[src/rtl/tt_um_morse_code.sv]
// Single-key Morse decoder: times key presses and gaps in DOT_CYCLES units, emits ASCII per character.
// Optional word-space emission is enabled by defining MORSE_WORD_SPACE_EN.
module tt_um_morse_code #(
  parameter int DOT_CYCLES = 10
) (
  input  logic       clk,
  input  logic       rst_n,
  input  logic       ena,
  input  logic [7:0] ui_in,
  input  logic [7:0] uio_in,
  output logic [7:0] uo_out,
  output logic [7:0] uio_out,
  output logic [7:0] uio_oe
);

  localparam logic [15:0] HALF = 16'(DOT_CYCLES / 2);
  localparam logic [15:0] DASH = 16'(2 * DOT_CYCLES);
  localparam logic [15:0] CEND = 16'(3 * DOT_CYCLES);
`ifdef MORSE_WORD_SPACE_EN
  localparam logic [15:0] WEND = 16'(7 * DOT_CYCLES);
`endif

  logic        key_q, key_d;
  logic [15:0] press_q, press_d, gap_q, gap_d;
  logic [4:0]  code_q, code_d;
  logic [2:0]  cnt_q, cnt_d;
  logic        ovf_q, ovf_d;
  logic [7:0]  ascii_q, ascii_d;
  logic        err_q, err_d, valid_q, valid_d, space_q, space_d, pend_q, pend_d;
  logic        elem_vld, elem_dash;
  logic [7:0]  dec;

  logic unused_ok;
  assign unused_ok = ^{uio_in, ui_in[7:1]};

  // Code holds the last cnt elements right-aligned, first element in the highest of those bits.
  function automatic logic [7:0] decode(input logic [2:0] n, input logic [4:0] c);
    case ({n, c})
      {3'd2, 5'b00001}: decode = 8'h41; {3'd4, 5'b01000}: decode = 8'h42;
      {3'd4, 5'b01010}: decode = 8'h43; {3'd3, 5'b00100}: decode = 8'h44;
      {3'd1, 5'b00000}: decode = 8'h45; {3'd4, 5'b00010}: decode = 8'h46;
      {3'd3, 5'b00110}: decode = 8'h47; {3'd4, 5'b00000}: decode = 8'h48;
      {3'd2, 5'b00000}: decode = 8'h49; {3'd4, 5'b00111}: decode = 8'h4A;
      {3'd3, 5'b00101}: decode = 8'h4B; {3'd4, 5'b00100}: decode = 8'h4C;
      {3'd2, 5'b00011}: decode = 8'h4D; {3'd2, 5'b00010}: decode = 8'h4E;
      {3'd3, 5'b00111}: decode = 8'h4F; {3'd4, 5'b00110}: decode = 8'h50;
      {3'd4, 5'b01101}: decode = 8'h51; {3'd3, 5'b00010}: decode = 8'h52;
      {3'd3, 5'b00000}: decode = 8'h53; {3'd1, 5'b00001}: decode = 8'h54;
      {3'd3, 5'b00001}: decode = 8'h55; {3'd4, 5'b00001}: decode = 8'h56;
      {3'd3, 5'b00011}: decode = 8'h57; {3'd4, 5'b01001}: decode = 8'h58;
      {3'd4, 5'b01011}: decode = 8'h59; {3'd4, 5'b01100}: decode = 8'h5A;
      {3'd5, 5'b11111}: decode = 8'h30; {3'd5, 5'b01111}: decode = 8'h31;
      {3'd5, 5'b00111}: decode = 8'h32; {3'd5, 5'b00011}: decode = 8'h33;
      {3'd5, 5'b00001}: decode = 8'h34; {3'd5, 5'b00000}: decode = 8'h35;
      {3'd5, 5'b10000}: decode = 8'h36; {3'd5, 5'b11000}: decode = 8'h37;
      {3'd5, 5'b11100}: decode = 8'h38; {3'd5, 5'b11110}: decode = 8'h39;
      default:          decode = 8'h3F;
    endcase
  endfunction

  assign dec = ovf_q ? 8'h3F : decode(cnt_q, code_q);

  always_comb begin
    key_d     = ui_in[0];
    press_d   = press_q;
    gap_d     = gap_q;
    code_d    = code_q;
    cnt_d     = cnt_q;
    ovf_d     = ovf_q;
    ascii_d   = ascii_q;
    err_d     = err_q;
    valid_d   = 1'b0;
    space_d   = 1'b0;
    pend_d    = pend_q;
    elem_vld  = 1'b0;
    elem_dash = 1'b0;
    if (key_q) begin
      press_d = (press_q == 16'hFFFF) ? press_q : press_q + 16'd1;
      gap_d   = 16'd0;
      pend_d  = 1'b0;
    end else begin
      // First low cycle after a press: classify and release the press counter.
      if (press_q != 16'd0) begin
        press_d   = 16'd0;
        elem_vld  = (press_q >= HALF);
        elem_dash = (press_q >= DASH);
      end
      if (elem_vld) begin
        if (cnt_q == 3'd5) ovf_d = 1'b1;
        else begin
          code_d = {code_q[3:0], elem_dash};
          cnt_d  = cnt_q + 3'd1;
        end
      end
      if (cnt_d != 3'd0) begin
        gap_d = gap_q + 16'd1;
        if (gap_d == CEND) begin
          ascii_d = dec;
          err_d   = (dec == 8'h3F);
          valid_d = 1'b1;
          code_d  = 5'd0;
          cnt_d   = 3'd0;
          ovf_d   = 1'b0;
          pend_d  = 1'b1;
        end
      end
`ifdef MORSE_WORD_SPACE_EN
      else if (pend_q) begin
        gap_d = gap_q + 16'd1;
        if (gap_d == WEND) begin
          ascii_d = 8'h20;
          valid_d = 1'b1;
          space_d = 1'b1;
          pend_d  = 1'b0;
        end
      end
`else
      pend_d = 1'b0;
`endif
    end
  end

  always_ff @(posedge clk) begin
    if (!rst_n) begin
      key_q   <= 1'b0;
      press_q <= 16'd0;
      gap_q   <= 16'd0;
      code_q  <= 5'd0;
      cnt_q   <= 3'd0;
      ovf_q   <= 1'b0;
      ascii_q <= 8'd0;
      err_q   <= 1'b0;
      valid_q <= 1'b0;
      space_q <= 1'b0;
      pend_q  <= 1'b0;
    end else if (ena) begin
      key_q   <= key_d;
      press_q <= press_d;
      gap_q   <= gap_d;
      code_q  <= code_d;
      cnt_q   <= cnt_d;
      ovf_q   <= ovf_d;
      ascii_q <= ascii_d;
      err_q   <= err_d;
      valid_q <= valid_d;
      space_q <= space_d;
      pend_q  <= pend_d;
    end
  end

  assign uo_out  = ascii_q;
  assign uio_out = {space_q, cnt_q, key_q, key_q, err_q, valid_q};
  assign uio_oe  = 8'hFF;

endmodule

[config.mk]
export PLATFORM = sky130hd
export DESIGN_NAME = tt_um_morse_code
export DESIGN_NICKNAME = d
export VERILOG_FILES = /design/src/rtl/tt_um_morse_code.sv
export SDC_FILE = /design/constraint.sdc
export NUM_CORES = 1
export LEC_CHECK = 0
export BUFFER_PORTS_ARGS = -buffer_cell sky130_fd_sc_hd__buf_2
export CAP_MARGIN = 30
export CORE_MARGIN = 3
export CORE_UTILIZATION = 38
export DETAILED_ROUTE_END_ITERATION = 10
export GPL_ROUTABILITY_DRIVEN = 0
export GPL_TIMING_DRIVEN = 0
export PLACE_DENSITY = 0.56
export SETUP_SLACK_MARGIN = 0.02
export SLEW_MARGIN = 0
export SYNTH_ARGS = -nofsm -noshare
export SYNTH_HDL_FRONTEND = slang
export SYNTH_SLANG_ARGS = --single-unit
[constraint.sdc]
create_clock -name clk -period 4.2 [get_ports clk]
set_clock_uncertainty 0.15 [all_clocks]
set_input_delay 0.21 -clock clk [delete_from_list [all_inputs] [get_ports clk]]
set_output_delay 0.21 -clock clk [all_outputs]
set_load 0.02 [all_outputs]
# Yosys cells after proc, flatten, opt, wreduce, memory -nomap -nowiden
# Index checks and enable logic that the tools add are counted.
# totals
regBits	52
input_bits	19
output_inout_bits	24
word_cells	90
# classes
add_sub_neg	3
mux	26
n_lt_le_gt_ge	2
n_reduce_logical	8
bitwise_logic	1
eq_ne	41
# op_table
cell	n
$pmux 7 s36	1
$eq 8x8->1 const B	22
$eq 8x7->1 const B	12
$mux 16	5
$add 16x1->16 const B	2
$eq 8x6->1 const B	3
$mux 5	4
$eq 16x16->1 const B	1
$eq 16x5->1 const B	1
$ge 16x3->1 const B	1
$ge 16x5->1 const B	1
$reduce_bool 16->1	1
$mux 3	5
$mux 1	10
$mux 8	1
$reduce_and 2->1	2
$reduce_and 4->1	1
$reduce_bool 2->1	2
$add 3x1->3 const B	1
$eq 3x3->1 const B	1
$reduce_and 3->1	1
$reduce_bool 3->1	1
$ne 2x2->1 const B	1
$not 1->1	1

# Longest topological paths before layout
# logic_depth
depth_word	8
mapped_depth	11
mapped_depth_nobuf	8

# Worst setup path before layout
# OpenSTA, ideal clock, no wires.
# synth_timing
kind	register to register
startpoint	register cnt_q[1]
endpoint	register gap_q[0]
n_path_buf	3
t_arrival_ns	2.664
required_ns	3.976
slack_ns	1.312
setup_time_ns	0.074
path_stages_with_launch	11
synth_period_minus_slack_ns	2.888
cell_sequence	dfxtp_1 clkbuf_1 clkbuf_1 inv_1 ha_1 inv_1 a2111oi_1 o311ai_1 buf_2 or3b_1 a31oi_1
# synth_between
elab_chain_cells	7
elab_cells_between_ends	8
cone_classes	add/sub: 1; eq/ne: 1; mux: 3; reduce/logical: 3
# synth_rtl
item	line_no	text
from (decl)	26	logic [2:0] cnt_q, cnt_d;
from (signal assigned)	141	cnt_q <= cnt_d;
$add 3x1->3 or $eq 3x3->1 (tied branches)	92, 89	
$mux 3	89	if (cnt_q == 3'd5) ovf_d = 1'b1;
$mux 3 *	88	if (elem_vld) begin
$mux 3 *	77	if (key_q) begin
$reduce_bool 3->1 *	95	if (cnt_d != 3'd0) begin
$reduce_bool 2->1 (no source line) *	n/a	
$reduce_and 2->1 (no source line) *	n/a	
to (signal assigned)	139	gap_q <= gap_d;
to (decl)	24	logic [15:0] press_q, press_d, gap_q, gap_d;
# Every way passes the cells marked *; elsewhere a longest branch is shown, timed or not. The select of a mux whose other input is x is not followed.
# A chain may end at the register's enable or synchronous reset.

# Worst setup path in the final report
# layout_timing
startpoint	register cnt_q[1]
endpoint	register gap_q[10]
# Same word-level chain as after synthesis.

==> impl_metrics.yaml <==
setup_path:
  crit_buf_inv: 6
  crit_family: "buffers and inverters"
  end_kind: "register"
  worstSetupPathType: "reg -> reg"
  cp-start-kind: "register"
  r2r-end: "gap_q[10]"
  cp_cell_sequence: "clkbuf_1, clkbuf_1, inv_1, ha_1, inv_1, a2111oi_1, o311ai_1, buf_2, nand2_1, buf_2, o221ai_1"
  worstPathMaxFanout: 10
  crit_slowest_cell: "dfxtp_1"
  cp.arrival_ns: 3.40
  r2r_cells: 11
  worstReg2RegStart: "cnt_q[1]"
  cpPeakStageDelay_ns: 0.45
  r2r_slack_ns: 0.84
  crit_required_ns: 4.24
sta:
  rsz0062_at_grt: "false"
  setup_viol: 0
  fin_hold_ws_ns: 0.0696
  drv_slew: 0
  period_needed_ns: 3.36
  worst_pin_slew_ns: 0.793
  period_share_pct: 80.0
  fmax_mhz: 298
  finalHoldViolCount: 0
  maxSlewHeadroom_pct: 46.9
  setup_tns_ns: 0
detailed_routing:
  postRouteAntennaNets: 0
  via_per_inst: 5.83
  finalWirelength_mm: 10.2
  firstDrtPassIters: 5
  first_iter_violations: 204
  vias: 3803
  drc: 0
  drt-wirelength-per-cell_microns: 15.6
min_path:
  hold_path_class: "in -> reg"
  whs_path_depth: 2
  hold_start: "rst_n"
  whs_endpoint: "ovf_q"
yosys:
  avgSynthCellArea_sq_um: 7.80
  synth-seq-cells: 51
  synth_edf_count: 0
  synthArstFlopShare_pct: 0
  syn_inst: 490
  ys_seq_area_share_pct: 26.7
  yosysWarnings: 0
  synth_area_sq_um: 3820
  synthFlopType: "dfxtp_1"
  ys_types: 78
global_routing:
  grt-ovfl-total: 0
  antenna_found_initial: 0
  grt_max_degree: 16
  track_usage_pct: 17.9
  grt_pass1_vias: 3401
  grt_first_pass_wirelength_mm: 16.8
pwr:
  power.density_nw_per_um2: 212
  power.ir.vdd_worst_v: 0.000139
  p_leak_nw: 1.51
cts:
  clockRootBuffer: "clkbuf_8"
  cts_num_sinks: 51
  cts_tree: "done"
  clk_pin_slew_ns: 0.10
  clk_path_buf_depth: 2
  cts_resized: 0
  clk_latency_ns: 0.31
  cts.htree.levels: 2
  numCtsBuffers: 5
layout:
  drive_gt1_share_pct: 14.3
  syn2layout_area_growth_pct: 10.3
  design_area_sq_um: 4210
  nets: 549
  final_cells: 652
  final_cell_mix: "dfxtp_1, nor2_1, nand2_1, buf_2"
  final_util_pct: 44.3
  antenna_cells: 0
  layout_commonest_cell: "dfxtp_1"
  nFillCells: 993
floorplanning:
  io_pins: 43
  core_area_sq_um: 9500
  die_w_microns: 106
  rows: 35
  dieArea_sq_um: 11300
  die_y_microns: 106
  initial_core_util_pct: 40.2
place:
  place_area_sq_um: 4100
  hpwl_mm: 7.48
  post-place-cells: 644
  port_buffers: 16
run:
  drv_cap: 0
status:
  run_status: "completed"
[state kept, by name (all words and copies together) (netlist names)]
register  cells
uo_out        7
err_q         1
press_q      16
valid_q       1
cnt_q         3
gap_q        16
code_q        5
key_q         1
ovf_q         1
[per-stage QoR]
stage	worst slack (ns)	total power (W)
4_1_cts	0.832	0.000905
6_report	0.839	0.000893
5_1_grt	0.481	0.000927
3_5_place_dp	0.870	0.000553
2_1_floorplan	1.31	0.000538
3_3_place_gp	0.895	0.000552
[cell families after synthesis]
group,count (synthesis),synth area share (%)
xor+xnor,24,5.50
compound gates,99,19.4
buf+inv,77,9.56
flops,51,26.7
other cells,2,0.197
simple gates,220,33.7
mux,10,2.62
fa+ha+maj,7,2.29
[power breakdown]
| group | switching [W] | total [W] | leakage (nW) | internal, W |
|---|---|---|---|---|
| clock | 0.000176 | 0.000351 | 0.0502 | 0.000175 |
| combinational | 0.0000386 | 0.0000561 | 1.05 | 0.0000175 |
| sequential | 0.00000229 | 0.000487 | 0.411 | 0.000484 |
[worst reg2reg max path, cell delays in order, from the launching register on]
cell       delay, ns
dfxtp_1         0.45
clkbuf_1        0.36
clkbuf_1        0.37
inv_1           0.08
ha_1            0.30
inv_1           0.06
a2111oi_1       0.43
o311ai_1        0.22
buf_2           0.24
nand2_1         0.16
buf_2           0.28
o221ai_1        0.15
[layout make-up]
class                      count  area [sq um]  area share (%)
sequential                    51          1020            24.2
buffer                        50           264            6.26
timing repair buffer          18          95.1            2.26
tap                          129           161            3.83
inverter                      27           101            2.40
clock buffer                   5          68.8            1.63
multi-input combinational    370          2460            58.5
clock inverter                 2          37.5           0.891
[cell usage after synthesis (6+ instances only)]
library cell	count	area, sq um
dfxtp_1	51	1020
nor2_1	44	165
nand2_1	32	120
inv_1	27	101
nor3_1	27	135
nand3_1	23	115
xnor2_1	22	193
clkbuf_1	19	71.3
a21oi_1	15	75.1
nand4_1	15	93.8
buf_4	14	105
o21ai_0	14	70.1
buf_2	12	60.1
and4_1	10	87.6
mux2i_1	10	100
o22ai_1	9	56.3
nor4_1	8	50.1
ha_1	7	87.6
nor2b_1	7	43.8
o221ai_1	7	61.3
a41oi_1	6	52.6
[layer usage]
metal	track usage, %	up-vias	wire length (microns)
met5	0	-	0
met2	27.4	154	4500
met4	6.01	0	137
li1	-	1872	-
met3	2.43	10	630
met1	25.8	1767	4910
[what timing repair did]
item,4_1_cts,5_1_grt
buffers inserted,0,0
hold buffers,1,0
hold endpoints to repair,1,0
[how the worst max path moves through the flow]
stage               slack, ns        end  cells past startpoint  startpoint
global route             0.48   gap_q[7]                     11    cnt_q[1]
global placement         0.90  gap_q[10]                     11    cnt_q[1]
floorplan                1.31   gap_q[0]                     10    cnt_q[1]
detailed placement       0.87  gap_q[10]                     11    cnt_q[1]
CTS                      0.83   gap_q[7]                     11    cnt_q[1]
finish                   0.84  gap_q[10]                     11    cnt_q[1]
Note: power is estimated with default switching activity, not from simulation.
